**src/rtl/serial_adder_pkg.sv**
```systemverilog
// rtl/serial_adder_pkg.sv - shared types and constants for the bit-serial adder
// Purpose: FSM state encoding and default operand width used by serial_adder.
package serial_adder_pkg;

  localparam int DEFAULT_WIDTH = 8;

  typedef enum logic [1:0] {
    IDLE = 2'd0,
    RUN  = 2'd1,
    DONE = 2'd2
  } state_t;

endpackage

```
**src/rtl/serial_adder_fa.sv**
```systemverilog
// rtl/serial_adder_fa.sv - one-bit combinational full-adder cell
// Purpose: single full-adder stage used once per clock by serial_adder.
// Ports:
//   a, b  - operand bits
//   cin   - carry in
//   s     - sum bit
//   cout  - carry out (majority of a, b, cin)
module fa (
  input  logic a,
  input  logic b,
  input  logic cin,
  output logic s,
  output logic cout
);

  assign s    = a ^ b ^ cin;
  assign cout = (a & b) | (a & cin) | (b & cin);

endmodule

```
**src/rtl/serial_adder.sv**
```systemverilog
// rtl/serial_adder.sv - bit-serial adder, one result bit per clock, LSB first
// Purpose: adds two WIDTH-bit operands through a single full-adder cell over
//   WIDTH RUN cycles, then pulses done for one cycle.
// Optional feature: define SERIAL_ADDER_SUB_EN to add the sub port; sub=1 at
//   acceptance computes a-b (cout=1 means no borrow, i.e. a>=b).
// Ports:
//   clk    - rising-edge clock
//   rst_n  - asynchronous active-low reset
//   sub    - (SERIAL_ADDER_SUB_EN only) select subtraction at acceptance
//   start  - begin an operation; accepted only in IDLE
//   a, b   - operands, sampled only on an accepted start
//   busy   - high in RUN and DONE
//   done   - one-cycle pulse, result valid
//   sum    - result bits, held until the next accepted start
//   cout   - final carry (add) / no-borrow flag (sub)
module serial_adder
  import serial_adder_pkg::*;
#(
  parameter int WIDTH = DEFAULT_WIDTH
) (
  input  logic             clk,
  input  logic             rst_n,
`ifdef SERIAL_ADDER_SUB_EN
  input  logic             sub,
`endif
  input  logic             start,
  input  logic [WIDTH-1:0] a,
  input  logic [WIDTH-1:0] b,
  output logic             busy,
  output logic             done,
  output logic [WIDTH-1:0] sum,
  output logic             cout
);

  localparam int CW = $clog2(WIDTH) + 1;
  localparam logic [CW-1:0] LAST_BIT = CW'(WIDTH - 1);

  state_t           state;
  state_t           state_next;
  logic [WIDTH-1:0] sh_a;
  logic [WIDTH-1:0] sh_b;
  logic             carry;
  logic [CW-1:0]    cnt;
  logic             bit_s;
  logic             bit_c;
  logic             load;
  logic             shift;

  fa u_fa (
    .a    (sh_a[0]),
    .b    (sh_b[0]),
    .cin  (carry),
    .s    (bit_s),
    .cout (bit_c)
  );

  always_ff @(posedge clk or negedge rst_n) begin
    if (!rst_n) begin
      state <= IDLE;
    end else begin
      state <= state_next;
    end
  end

  always_comb begin
    state_next = state;
    busy       = 1'b0;
    done       = 1'b0;
    load       = 1'b0;
    shift      = 1'b0;
    case (state)
      IDLE: begin
        if (start) begin
          load       = 1'b1;
          state_next = RUN;
        end
      end
      RUN: begin
        busy  = 1'b1;
        shift = 1'b1;
        // cnt counts completed bits; this edge processes the last one
        if (cnt == LAST_BIT) begin
          state_next = DONE;
        end
      end
      DONE: begin
        busy       = 1'b1;
        done       = 1'b1;
        state_next = IDLE;
      end
      default: begin
        state_next = IDLE;
      end
    endcase
  end

  always_ff @(posedge clk or negedge rst_n) begin
    if (!rst_n) begin
      sh_a  <= '0;
      sh_b  <= '0;
      sum   <= '0;
      carry <= 1'b0;
      cnt   <= '0;
    end else if (load) begin
      sh_a <= a;
      cnt  <= '0;
`ifdef SERIAL_ADDER_SUB_EN
      // a - b = a + ~b + 1: invert b and seed the carry
      sh_b  <= sub ? ~b : b;
      carry <= sub;
`else
      sh_b  <= b;
      carry <= 1'b0;
`endif
    end else if (shift) begin
      sh_a  <= sh_a >> 1;
      sh_b  <= sh_b >> 1;
      sum   <= {bit_s, sum[WIDTH-1:1]};
      carry <= bit_c;
      cnt   <= cnt + CW'(1);
    end
  end

  // carry holds its final value after RUN until the next load
  assign cout = carry;

endmodule

```
**config.mk**
```make
export PLATFORM = sky130hd
export DESIGN_NAME = serial_adder
export DESIGN_NICKNAME = d
export VERILOG_FILES = /design/src/rtl/serial_adder_pkg.sv /design/src/rtl/serial_adder_fa.sv /design/src/rtl/serial_adder.sv
export SDC_FILE = /design/constraint.sdc
export NUM_CORES = 1
export LEC_CHECK = 0
export BUFFER_PORTS_ARGS = -buffer_cell sky130_fd_sc_hd__buf_2
export CAP_MARGIN = 5
export CORE_MARGIN = 2
export CORE_UTILIZATION = 44
export CTS_CLUSTER_DIAMETER = 120
export DETAILED_ROUTE_END_ITERATION = 7
export PLACE_DENSITY_LB_ADDON = 0.1
export SETUP_SLACK_MARGIN = 0.15
export SLEW_MARGIN = 20
export SYNTH_ARGS = -nofsm -noshare
export SYNTH_HDL_FRONTEND = slang
export SYNTH_HIERARCHICAL = 1
export SYNTH_SLANG_ARGS = --single-unit
```
**constraint.sdc**
```tcl
create_clock -name clk -period 1.7 [get_ports clk]
set_clock_uncertainty 0.15 [all_clocks]
set_input_delay 0 -clock clk [delete_from_list [all_inputs] [get_ports clk]]
set_output_delay 0 -clock clk [all_outputs]
set_load 0.01 [all_outputs]
```
# ---- After elaboration in Yosys (flattened, before gate mapping)
# Cells that the tools add are included.
dict set report totals {
  regBits 31
  latchBits 0
  mem_bits_rw 0
  rom_bits 0
  input_bits 19
  wordCells 41
  memories 0
}
dict set report classes {
  add_sub_neg 1
  multipliers 0
  div_mod_pow 0
  order_cmp 0
  eq_ne 5
  shift 0
  n_mux 16
  bitwise 8
  reduce_logical 5
}
# op n
set ops {}
lappend ops {{2-to-1 mux 8 bit} 4}
lappend ops {{2-to-1 mux 4 bit} 2}
lappend ops {{2-to-1 mux 1 bit} 7}
lappend ops {{adder 4 x 1 -> 4 bit, second input constant} 1}
lappend ops {{== test 4 x 3 -> 1 bit, second input constant} 1}
lappend ops {{2-to-1 mux 2 bit} 2}
lappend ops {{inequality test 2 bit, second input constant} 2}
lappend ops {{one-hot mux 2 bit (2 select lines)} 1}
lappend ops {{AND reduction 2 bit} 2}
lappend ops {{bitwise AND 1 bit} 3}
lappend ops {{== test 2 x 1 -> 1 bit, second input constant} 1}
lappend ops {{== test 2 bit, second input constant} 1}
lappend ops {{logical NOT 2 bit} 1}
lappend ops {{bitwise OR 1 bit} 2}
lappend ops {{nonzero test 2 bit} 1}
lappend ops {{OR reduction 2 bit} 1}
lappend ops {{XOR 1 bit} 2}
lappend ops {{NOT 1 bit} 1}

# ---- Depth between registers and ports, before layout
dict set report depth {
  word_depth 5
  depth_mapped 7
  mapped_depth_nobuf 5
}

# ---- Hierarchy
# Netlist, hierarchy kept.
# mod n_inst cells_per_inst area_each_um2 seq_area_each_um2
set modules_own_cells {}
lappend modules_own_cells {serial_adder 1 120 1413.9 775.7}
lappend modules_own_cells {fa 1 1 20.0 0.0}

# ---- Worst setup path before layout
# No wires, ideal clock.
dict set report synth_path {
  path_type {reg2reg}
  start {register state[0]}
  end {register state[0]}
  arrival_time_ns 1.195
  required_ns 1.422
  path_slack_ns 0.228
  stages_incl_launch_ff 6
  n_path_buf 0
  path_cell_list {dfrtp_1 -> inv_1 -> ha_1 -> nor2b_1 -> a21oi_2 -> mux2_1}
}
dict set report synth_between {
  elab_chain_cells 3
}
# element line
set synth_lines {}
lappend synth_lines {{from (decl)} serial_adder.sv:38} ;# state_t state;
lappend synth_lines {{from (signal assigned)} serial_adder.sv:61} ;# state <= state_next;
lappend synth_lines {{== test 2 x 1 -> 1 bit / logical NOT 2 bit (equally long branches)} serial_adder.sv:71} ;# case (state)
lappend synth_lines {{inequality test 2 bit (no source line)} n/a}
lappend synth_lines {{AND reduction 2 bit (no source line)} n/a}
# Parallel ways exist; a longest one is shown, timed or not.
# A chain may end at the register's enable or synchronous reset.

# ---- Worst setup path after layout
dict set report layout_path {
  start {register state[0]}
  end {register state[1]}
}
# Same word-level chain as after synthesis.

==> results.json <==
{
  "yosys_reg_bits": 31,
  "floorplan.die.height_um": 61.09,
  "number_of_port_buffers": 29,
  "cts.reportedPaths.clkPinSlew_ns": 0.10,
  "cts-root-to-sink-buffers": 2,
  "gpl.final_weighted_congestion": 0.7480,
  "dr_total_vias": 1046,
  "synth_top_cell_area_share": 0.5410,
  "final_design_area_no_fill_um2": 1957,
  "p_leak_nw": 0.9219,
  "grt_setup_unrepaired": "yes",
  "ant_nets": 0,
  "rrSetupSlack_ns": 0.14,
  "die_x_extent_um": 61.09,
  "clock-root-buffer": "clkbuf_4",
  "pin_count_of_the_biggest_net_entering_global_routing": 38,
  "floorplan_die_area_um2": 3731,
  "sinks_on_clock_net": 31,
  "worst_ep_arrival_time_ns": 1.63,
  "timing.final.hold_violations": 0,
  "setup_viol_count_final": 0,
  "nNetsFinal": 200,
  "drc": 0,
  "dr.pass1.iters": 4,
  "yosys.area.top_type": "dfrtp_1",
  "number_of_cells_traversed_by_the_worst_register_to_register_path": 5,
  "synth_fp_nets": 147,
  "synth.yosys.warnings": 6,
  "max_cap_violations": 0,
  "cts_made_buffers": 5,
  "p_per_area_nw_per_um2": 1795,
  "slew_headroom": 0.5607,
  "start_util": 0.4659,
  "drt_iter0_drc": 8,
  "first_global_vias": 1018,
  "finalPower_mw": 3.513,
  "synth.cell_area_um2": 1434,
  "num_io_pins": 30,
  "grtUsageTotal": 0.1563,
  "crit-reg2reg-capture": "state[1]",
  "max-vdd-ir-drop_uv": 815.9,
  "insertion_delay_ns": 0.33,
  "mostFrequentLayoutCell": "dfrtp_1",
  "drive_above_1_share": 0.3429,
  "timing_worst_slew_pin_value_ns": 0.6589,
  "grt_pass1_wl_um": 4188,
  "core_um2": 3078,
  "routed_via_density": 4.776,
  "crit-reg2reg-launch": "state[0]",
  "syn_to_final_growth_pct": 36.47,
  "final_min_period_over_clock_period": 0.9193,
  "cells_taking_the_most_area_after_synthesis": "dfrtp_1 54%, mux2i_1 11%, mux2_2 6.3%",
  "min_to": "state[0]",
  "postPlaceCellArea_um2": 1623,
  "slew_violations": 0,
  "num_antenna_cells": 0,
  "critPathMaxFanout": 4,
  "dp_hpwl_um": 1521,
  "hold_path_depth": 4,
  "ys_types": 21,
  "syn_area_per_cell_um2": 11.85,
  "worst-endpoint-required_ns": 1.77,
  "finalWirelength_um": 2530,
  "synth_sequential_area_ratio": 0.5410,
  "worst_slack_on_hold_paths_ns": 0.03974,
  "core.rowCount": 20,
  "post_layout_min_period_ns": 1.563,
  "hold_path.startpoint": "start",
  "number_of_instances_in_the_synthesized_netlist": 121,
  "hold_path_class": "input pin to register",
  "timing.fmax_mhz": 639.8,
  "clock_tree.htree_level_count": 2,
  "routed_wire_length_per_instance_um": 11.55,
  "layout.cells.most_common_list": "30 x dfrtp_1, 29 x buf_2, 17 x nand2_1, 17 x dlygate4sd3_1",
  "cts_tree": "done",
  "status": "complete, no violations",
  "crit_type": "register to register",
  "total_grt_overflow": 0,
  "worst_setup_path_start_kind": "register",
  "critPathCaptureType": "register",
  "antenna_found_initial": 0,
  "setup_tns_ns": 0
}
[flip-flops by register name, indices dropped and copies added, names as in the netlist]
signal and flops:
sh_b 8, state 2, cnt 4, sh_a 8
sum 8, cout 1
[cells in the mapped netlist]
master	number
inv_1	2
mux2i_1	16
buf_4	2
a21oi_2	1
nand2b_1	2
mux2_2	8
nor2_1	5
dfrtp_1	31
and2_1	1
ha_1	6
nand4_1	1
o21ai_1	16
nor2b_1	1
nand2_1	17
nand3b_1	1
mux2_1	2
fa_1	1
xnor2_1	1
buf_6	1
buf_2	4
xor2_1	2
[cell type report]
| class | instances | area (um2) |
|---|---|---|
| Clock buffer | 6 | 51.30 |
| Clock inverter | 2 | 35.03 |
| Fill cell | 252 | 1121 |
| Inverter | 2 | 7.507 |
| Multi-Input combinational cell | 81 | 625.6 |
| Sequential cell | 31 | 777.0 |
| Tap cell | 44 | 55.05 |
| Timing Repair Buffer | 53 | 405.4 |
[worst max-delay path: stages (launching register included)]
cell and delay [ns]:
dfrtp_2 0.42, inv_2 0.05, ha_1 0.19, nor2b_1 0.14, a21oi_2 0.18, mux2_4 0.32
[cells by family after synthesis]
| family | share of synthesized area |
|---|---|
| DFF | 0.5410 |
| and+or+nand+nor | 0.08465 |
| muxes | 0.1902 |
| AOI/OAI and AO/OA | 0.06196 |
| buffers and inverters | 0.03752 |
| adders and majority gates | 0.06632 |
| xor gates and xnor gates | 0.01833 |
[per-stage QoR]
step,setup WS (ns),util,cells
CTS,0.1286,0.6154,216
global route,0.07442,0.6358,219
detailed placement,0.1076,0.5272,190
floorplan,0.2278,-,121
global placement,0.1367,0.5272,190
finish,0.1371,0.6358,219
[what timing repair did]
| item | CTS | global route |
|---|---|---|
| resized for setup | 3 | 7 |
| cloned | 0 | 1 |
| buffers inserted | 1 | 2 |
| endpoints found under the hold margin | 47 | 0 |
| setup endpoints to repair | 13 | 30 |
| hold buffers | 17 | 0 |
[per-layer routing]
| metal | routed length (um) | share of wire | global-route usage |
|---|---|---|---|
| met5 | 0 | 0 | 0 |
| met4 | 44 | 0.017 | 0.06522 |
| met3 | 119 | 0.047 | 0.06303 |
| met2 | 1199 | 0.47 | 0.2538 |
| met1 | 1167 | 0.46 | 0.1844 |
[worst max-delay path by stage]
stage	slack (ns)	to	from
floorplan	0.23	state[0]	state[0]
global route	0.07	sum[1]	state[1]
finish	0.14	state[1]	state[0]
global placement	0.14	state[1]	state[0]
CTS	0.13	sum[1]	state[1]
detailed placement	0.11	state[1]	state[0]
[report_power, final]
part / internal [mW] / switching, mW
Combinational: 0.869 / 0.718
Sequential: 1.10 / 0.225
Clock: 0.347 / 0.256
Note: power is estimated with default switching activity, not from simulation.
